### config.mk
export PLATFORM = sky130hd
export DESIGN_NAME = instr_encoder_flat
export DESIGN_NICKNAME = d
export VERILOG_FILES = /design/src/rtl/instr_encoder_if.sv /design/src/rtl/instr_encoder.sv /design/src/flat_wrapper.sv
export SDC_FILE = /design/constraint.sdc
export NUM_CORES = 1
export LEC_CHECK = 0
export ABC_AREA = 1
export ABC_CLOCK_PERIOD_IN_PS = 1040
export CAP_MARGIN = 15
export CORE_ASPECT_RATIO = 1.1
export CORE_MARGIN = 5
export CORE_UTILIZATION = 36
export CTS_BUF_LIST = sky130_fd_sc_hd__clkbuf_8
export DETAILED_ROUTE_END_ITERATION = 10
export GPL_ROUTABILITY_DRIVEN = 0
export PLACE_DENSITY = 0.85
export RECOVER_POWER = 25
export SLEW_MARGIN = 20
export SYNTH_ARGS = -nofsm -noshare
export SYNTH_HDL_FRONTEND = slang
export SYNTH_SLANG_ARGS = --single-unit
### constraint.sdc
create_clock -name clk -period 1.04 [get_ports clk]
set_clock_uncertainty 0.1 [all_clocks]
set_input_delay 0.104 -clock clk [delete_from_list [all_inputs] [get_ports clk]]
set_output_delay 0.104 -clock clk [all_outputs]
set_load 0.05 [all_outputs]
### src/rtl/instr_encoder_if.sv
// Request and encoded-instruction handshakes for instr_encoder.
// master = request producer and instruction consumer; slave = the encoder.
interface instr_encoder_if;
    logic        req_valid;
    logic        req_ready;
    logic [4:0]  req_op;
    logic [4:0]  req_rd;
    logic [4:0]  req_rs;
    logic [4:0]  req_rt;
    logic [31:0] req_imm;
    logic        instr_valid;
    logic        instr_ready;
    logic [31:0] instr;
    logic        err;

    modport master (
        output req_valid, req_op, req_rd, req_rs, req_rt, req_imm, instr_ready,
        input  req_ready, instr_valid, instr, err
    );

    modport slave (
        input  req_valid, req_op, req_rd, req_rs, req_rt, req_imm, instr_ready,
        output req_ready, instr_valid, instr, err
    );
endinterface

### src/rtl/instr_encoder.sv
// Streaming MIPS encoder: symbolic request -> 32-bit word through one registered stage (1-cycle latency).
// req_ready follows output-stage backpressure; `li` 3-word expansion exists only when LI_EXPAND_EN is defined.
module instr_encoder (
    input  logic           clk,
    input  logic           reset,
    instr_encoder_if.slave bus
);
    localparam logic [5:0] OPC_ORI = 6'b001101;

    function automatic logic [31:0] f_rtype(input logic [4:0] rs, input logic [4:0] rt,
                                            input logic [4:0] rd, input logic [4:0] sh,
                                            input logic [5:0] fn);
        return {6'b000000, rs, rt, rd, sh, fn};
    endfunction

    function automatic logic [31:0] f_itype(input logic [5:0] opc, input logic [4:0] rs,
                                            input logic [4:0] rt, input logic [15:0] imm);
        return {opc, rs, rt, imm};
    endfunction

    logic        r_instr_valid;
    logic [31:0] r_instr;
    logic        r_err;
    logic        w_load;
    logic        w_accept;
    logic        w_legal;
    logic [31:0] w_word;
    logic [4:0]  w_rs;
    logic [4:0]  w_rt;
    logic [4:0]  w_rd;
    logic [31:0] w_imm;

`ifdef LI_EXPAND_EN
    typedef enum logic [1:0] {S_IDLE, S_LI_SHIFT, S_LI_LOW} state_t;
    state_t      r_state;
    logic [4:0]  r_li_rt;
    logic [15:0] r_li_imm;
    logic        w_li_long;
`else
    logic        w_unused_imm;
    assign w_unused_imm = ^w_imm[31:26];
`endif

    assign w_rs  = bus.req_rs;
    assign w_rt  = bus.req_rt;
    assign w_rd  = bus.req_rd;
    assign w_imm = bus.req_imm;

    // Output stage can take a new word when empty or when its current word leaves this cycle.
    assign w_load = !r_instr_valid || bus.instr_ready;
`ifdef LI_EXPAND_EN
    assign bus.req_ready = (r_state == S_IDLE) && w_load;
`else
    assign bus.req_ready = w_load;
`endif
    assign w_accept        = bus.req_valid && bus.req_ready;
    assign bus.instr_valid = r_instr_valid;
    assign bus.instr       = r_instr;
    assign bus.err         = r_err;

    always_comb begin
        w_word  = 32'h0;
        w_legal = 1'b1;
`ifdef LI_EXPAND_EN
        w_li_long = 1'b0;
`endif
        case (bus.req_op)
            5'd0:  w_word = f_rtype(w_rs, w_rt, w_rd, 5'd0, 6'b100000);
            5'd1:  w_word = f_rtype(w_rs, w_rt, w_rd, 5'd0, 6'b100010);
            5'd2:  w_word = f_rtype(w_rs, w_rt, w_rd, 5'd0, 6'b100100);
            5'd3:  w_word = f_rtype(w_rs, w_rt, w_rd, 5'd0, 6'b100101);
            5'd4:  w_word = f_rtype(w_rs, w_rt, w_rd, 5'd0, 6'b100110);
            5'd5:  w_word = f_rtype(w_rs, w_rt, w_rd, 5'd0, 6'b100111);
            5'd6:  w_word = f_rtype(w_rs, w_rt, w_rd, 5'd0, 6'b101010);
            5'd7:  w_word = f_rtype(5'd0, w_rt, w_rd, w_imm[4:0], 6'b000000);
            5'd8:  w_word = f_rtype(5'd0, w_rt, w_rd, w_imm[4:0], 6'b000010);
            5'd9:  w_word = f_rtype(5'd0, w_rt, w_rd, w_imm[4:0], 6'b000011);
            5'd10: w_word = f_rtype(w_rs, 5'd0, 5'd0, 5'd0, 6'b001001);
            5'd11: w_word = f_itype(6'b001000, w_rs, w_rt, w_imm[15:0]);
            5'd12: w_word = f_itype(6'b001100, w_rs, w_rt, w_imm[15:0]);
            5'd13: w_word = f_itype(OPC_ORI,   w_rs, w_rt, w_imm[15:0]);
            5'd14: w_word = f_itype(6'b001110, w_rs, w_rt, w_imm[15:0]);
            5'd15: w_word = f_itype(6'b100011, w_rs, w_rt, w_imm[15:0]);
            5'd16: w_word = f_itype(6'b101011, w_rs, w_rt, w_imm[15:0]);
            5'd17: w_word = {6'b000010, w_imm[25:0]};
            5'd18: w_word = {6'b000011, w_imm[25:0]};
            5'd19: w_word = f_itype(6'b000100, w_rs, w_rt, w_imm[15:0]);
            5'd20: w_word = f_itype(6'b000101, w_rs, w_rt, w_imm[15:0]);
`ifdef LI_EXPAND_EN
            // li: a short value is a single ori; a long one starts with the upper half.
            5'd21: begin
                w_li_long = |w_imm[31:16];
                w_word    = f_itype(OPC_ORI, 5'd0, w_rt,
                                    w_li_long ? w_imm[31:16] : w_imm[15:0]);
            end
`endif
            default: w_legal = 1'b0;
        endcase
    end

    always_ff @(posedge clk or posedge reset) begin
        if (reset) begin
            r_instr_valid <= 1'b0;
            r_instr       <= 32'h0;
            r_err         <= 1'b0;
`ifdef LI_EXPAND_EN
            r_state       <= S_IDLE;
            r_li_rt       <= 5'd0;
            r_li_imm      <= 16'h0;
`endif
        end else begin
            r_err <= w_accept && !w_legal;
            if (w_load) begin
`ifdef LI_EXPAND_EN
                case (r_state)
                    S_IDLE: begin
                        r_instr_valid <= w_accept && w_legal;
                        if (w_accept && w_legal) begin
                            r_instr <= w_word;
                        end
                        if (w_accept && w_li_long) begin
                            r_li_rt  <= w_rt;
                            r_li_imm <= w_imm[15:0];
                            r_state  <= S_LI_SHIFT;
                        end
                    end
                    S_LI_SHIFT: begin
                        r_instr_valid <= 1'b1;
                        r_instr       <= f_rtype(5'd0, r_li_rt, r_li_rt, 5'd16, 6'b000000);
                        r_state       <= S_LI_LOW;
                    end
                    S_LI_LOW: begin
                        r_instr_valid <= 1'b1;
                        r_instr       <= f_itype(OPC_ORI, r_li_rt, r_li_rt, r_li_imm);
                        r_state       <= S_IDLE;
                    end
                    default: begin
                        r_instr_valid <= 1'b0;
                        r_state       <= S_IDLE;
                    end
                endcase
`else
                r_instr_valid <= w_accept && w_legal;
                if (w_accept && w_legal) begin
                    r_instr <= w_word;
                end
`endif
            end
        end
    end
endmodule

### src/flat_wrapper.sv
// flat-port wrapper written by rule: the top's interface ports become plain ports
module instr_encoder_flat 
  (clk, reset, bus_req_valid, bus_req_op, bus_req_rd, bus_req_rs, bus_req_rt, bus_req_imm, bus_instr_ready, bus_req_ready, bus_instr_valid, bus_instr, bus_err);
  instr_encoder_if bus_i ();
  input  logic clk;
  input  logic reset;
  input wire logic [$bits(bus_i.req_valid)-1:0] bus_req_valid;
  input wire logic [$bits(bus_i.req_op)-1:0] bus_req_op;
  input wire logic [$bits(bus_i.req_rd)-1:0] bus_req_rd;
  input wire logic [$bits(bus_i.req_rs)-1:0] bus_req_rs;
  input wire logic [$bits(bus_i.req_rt)-1:0] bus_req_rt;
  input wire logic [$bits(bus_i.req_imm)-1:0] bus_req_imm;
  input wire logic [$bits(bus_i.instr_ready)-1:0] bus_instr_ready;
  output wire logic [$bits(bus_i.req_ready)-1:0] bus_req_ready;
  output wire logic [$bits(bus_i.instr_valid)-1:0] bus_instr_valid;
  output wire logic [$bits(bus_i.instr)-1:0] bus_instr;
  output wire logic [$bits(bus_i.err)-1:0] bus_err;
  assign bus_i.req_valid = bus_req_valid;
  assign bus_i.req_op = bus_req_op;
  assign bus_i.req_rd = bus_req_rd;
  assign bus_i.req_rs = bus_req_rs;
  assign bus_i.req_rt = bus_req_rt;
  assign bus_i.req_imm = bus_req_imm;
  assign bus_i.instr_ready = bus_instr_ready;
  assign bus_req_ready = bus_i.req_ready;
  assign bus_instr_valid = bus_i.instr_valid;
  assign bus_instr = bus_i.instr;
  assign bus_err = bus_i.err;
  instr_encoder u_core (.clk(clk), .reset(reset), .bus(bus_i));
endmodule
==> impl_metrics.toml <==
[power_and_ir_drop]
power_frac_clock = 0.187
swShare = 0.3926
p_total_mw = 6.581
ir_worst_vdd_mv = 0.8118
power_leakage_nw = 2.298
intPower_mw = 3.998
combPwrFrac = 0.535
p_seq_frac = 0.278
switchingPower_mw = 2.584
p_per_area_nw_per_um2 = 1518

[layout]
final_area_um2 = 4334
syn_to_final_growth_pct = 112.5
drive_above_1_share = 0.3979
layout_commonest_cell = "nand2_1"
fin_nets = 530
diodes = 0
layout_common_cells = "nand2_1, buf_4, clkdlybuf4s50_1, buf_12, nand2_2"

[run]
max_cap_viol_count = 0

[sta]
fin_ws_ns = -0.2955
fmax_mhz = 748.8
min_period_ns = 1.336
period_share = 1.284
finalHoldViolCount = 0
rsz0062_at_grt = "yes"
setup_violations = 67
report.final.slew_viol_count = 0

[synth]
synthCells = 331
yosysTopAreaCellShare = 0.4049
synth_cell_types = 19
mappedNetlistNets = 387
synth-seq-area-share = 0.4049
ys_ff_latch = 33
yosysTopAreaCell = "dfrtp_1"
synth-edff-count = 0
synthFlopType = "dfrtp_1"
yosysWarnings = 0
yosys-top-cells-area = "dfrtp_1, nand2_1, nor2_1"
async_flop_share = 1.000
avgSynthCellArea_um2 = 6.161
synth_area_um2 = 2039

[route]
drt-initial-drc-count = 194
post-route-drc-count = 0
first_pass_iters = 5
wl_um = 9141
num_vias = 2704
routedWlPerCell_um = 16.62
via_per_inst = 4.916
ant_nets = 0

[floorplan]
coreArea_um2 = 5430
ios = 91
die_w_um = 81.77
initial_utilization = 0.3756
dieArea_um2 = 7272
die_height_um = 88.94
row_count = 28

[clock_network]
h-tree-depth = 2
hold_buffers = 0
path_clk_slew_ns = 0.06
clk_latency_ns = 0.28
cts.sinks = 33
cts-root-buf = "clkbuf_8"
cts_tree = "done"
cts_buffer_depth = 2
numCtsBuffers = 5

[critical_path]
cpMostUsedCell = "nand2_1"
critPathSlowestCell = "o21ai_4"
cp.arrival_ns = 1.46
slowest_delay_ns = 0.20
worstPathMaxFanout = 8
critPathTopFamily = "buffers and inverters"
end_kind = "flip-flop"
cp_num_buf_inv = 5
required_ns = 1.17
critPathLaunchType = "input port"
critPathKind = "in -> reg"
path_cells = "buf_6 -> nand2_4 -> buf_4 -> buf_4 -> o21ai_4 -> inv_2 -> nand3_4 -> clkbuf_16 -> nand2_1 -> nand2_1 -> nand2_2 -> nand2_1"

[global_route]
use_met2 = 0.4254
grt_pass1_wl_um = 12550
grt.total_usage = 0.2249
gr-usage-met1 = 0.2321
grt_start_max_net_pins = 34
busiest_layer = "met2"
grt_antenna_before_repair = 0
use_met3 = 0.05645
grt_pass1_vias = 2760
overflow = 0

[place]
io_buffers = 83
place_area_um2 = 3593
hpwl_um = 5253

[run_status]
violations = "negative setup slack"
outcome = "finished, violations left"

[hold_path]
hold_class = "in -> reg"
synth_stat cells (2+ instances only):
cell / instances
a21oi_1: 2
nor2_1: 36
nand3_1: 7
o21ai_1: 4
nand2_1: 200
nand3_2: 2
dfrtp_1: 33
o21ai_0: 6
buf_6: 2
inv_1: 23
buf_2: 5
buf_4: 4
path summary, 6_finish.rpt:
path                                                    start                                  to  slack (ns)  depth (start not counted)
min in group asynchronous                               reset    u_core.bus.instr[17]$_DFFE_PP0P_        0.28                          3
min reg2reg                  u_core.bus.instr[23]$_DFFE_PP0P_    u_core.bus.instr[23]$_DFFE_PP0P_        0.46                          2
max reg2reg                u_core.bus.instr_valid$_DFFE_PP0N_     u_core.bus.instr[8]$_DFFE_PP0P_       -0.25                          8
max                                             bus_req_op[1]    u_core.bus.instr[11]$_DFFE_PP0P_       -0.30                         12
max in group asynchronous                               reset  u_core.bus.instr_valid$_DFFE_PP0N_        0.21                          3
min                                             bus_req_op[1]    u_core.bus.instr[27]$_DFFE_PP0P_        0.17                          5
state kept, by name, indices dropped and copies added (netlist names):
signal                  flops
u_core.bus.instr           31
u_core.bus.err              1
u_core.bus.instr_valid      1
power by group through the flow:
stage	registers [mW]	logic [mW]	clock network, mW
after global placement	1.83	2.91	0
after floorplan	2.54	0.575	0
after detailed placement	1.84	2.95	0
final	1.83	3.52	1.23
after global routing	1.86	3.67	1.32
after CTS	1.82	3.20	1.25
timing repair:
| action | in CTS | in global routing |
|---|---|---|
| setup endpoints to repair | 67 | 67 |
| gates resized for setup | 65 | 76 |
| cloned | 3 | 2 |
| setup buffers | 19 | 9 |
| pin swaps | 11 | 27 |
cell families after synthesis:
kind of cell	count (synthesis)	share of synthesized area
buffers and inverters	35	0.08343
other	1	0.001839
and+or+nand+nor	248	0.4724
AOI/OAI and AO/OA	14	0.03743
DFF	33	0.4049
layout make-up:
| cell class | instances | area [µm²] |
|---|---|---|
| timing repair buffer | 144 | 1745 |
| multi-input combinational | 263 | 1398 |
| fill | 307 | 1096 |
| sequential | 33 | 828.3 |
| inverter | 24 | 111.4 |
| tap | 75 | 93.84 |
| clock buffer | 6 | 82.58 |
| timing repair inverter | 3 | 41.29 |
| clock inverter | 2 | 33.78 |
stage by stage:
step | util | instances | setup WS, ns | hold WS, ns | TNS, ns
6_report | 0.7982 | 550 | -0.2955 | 0.1706 | -8.688
3_5_place_dp | 0.6618 | 512 | -1.017 | 0.3692 | -32.48
3_3_place_gp | 0.6618 | 512 | -0.9209 | 0.3646 | -29.93
2_1_floorplan | - | 331 | -0.3845 | 0.1189 | -11.50
5_1_grt | 0.7982 | 550 | -0.3379 | 0.1785 | -11.35
4_1_cts | 0.7355 | 540 | -0.2174 | 0.06209 | -7.927
per-layer routing:
layer	share of wire	vias up
met3	0.074	37
li1	-	1276
met5	0	-
met4	0.052	0
met1	0.35	1257
met2	0.53	134
worst reg2reg max path: cells and delay by family (launching register included):
kind	cells	cell delay (ns)
buf+inv	3	0.30
flops	1	0.41
simple gates	5	0.37
No activity file was read; power rests on OpenSTA's default activity.
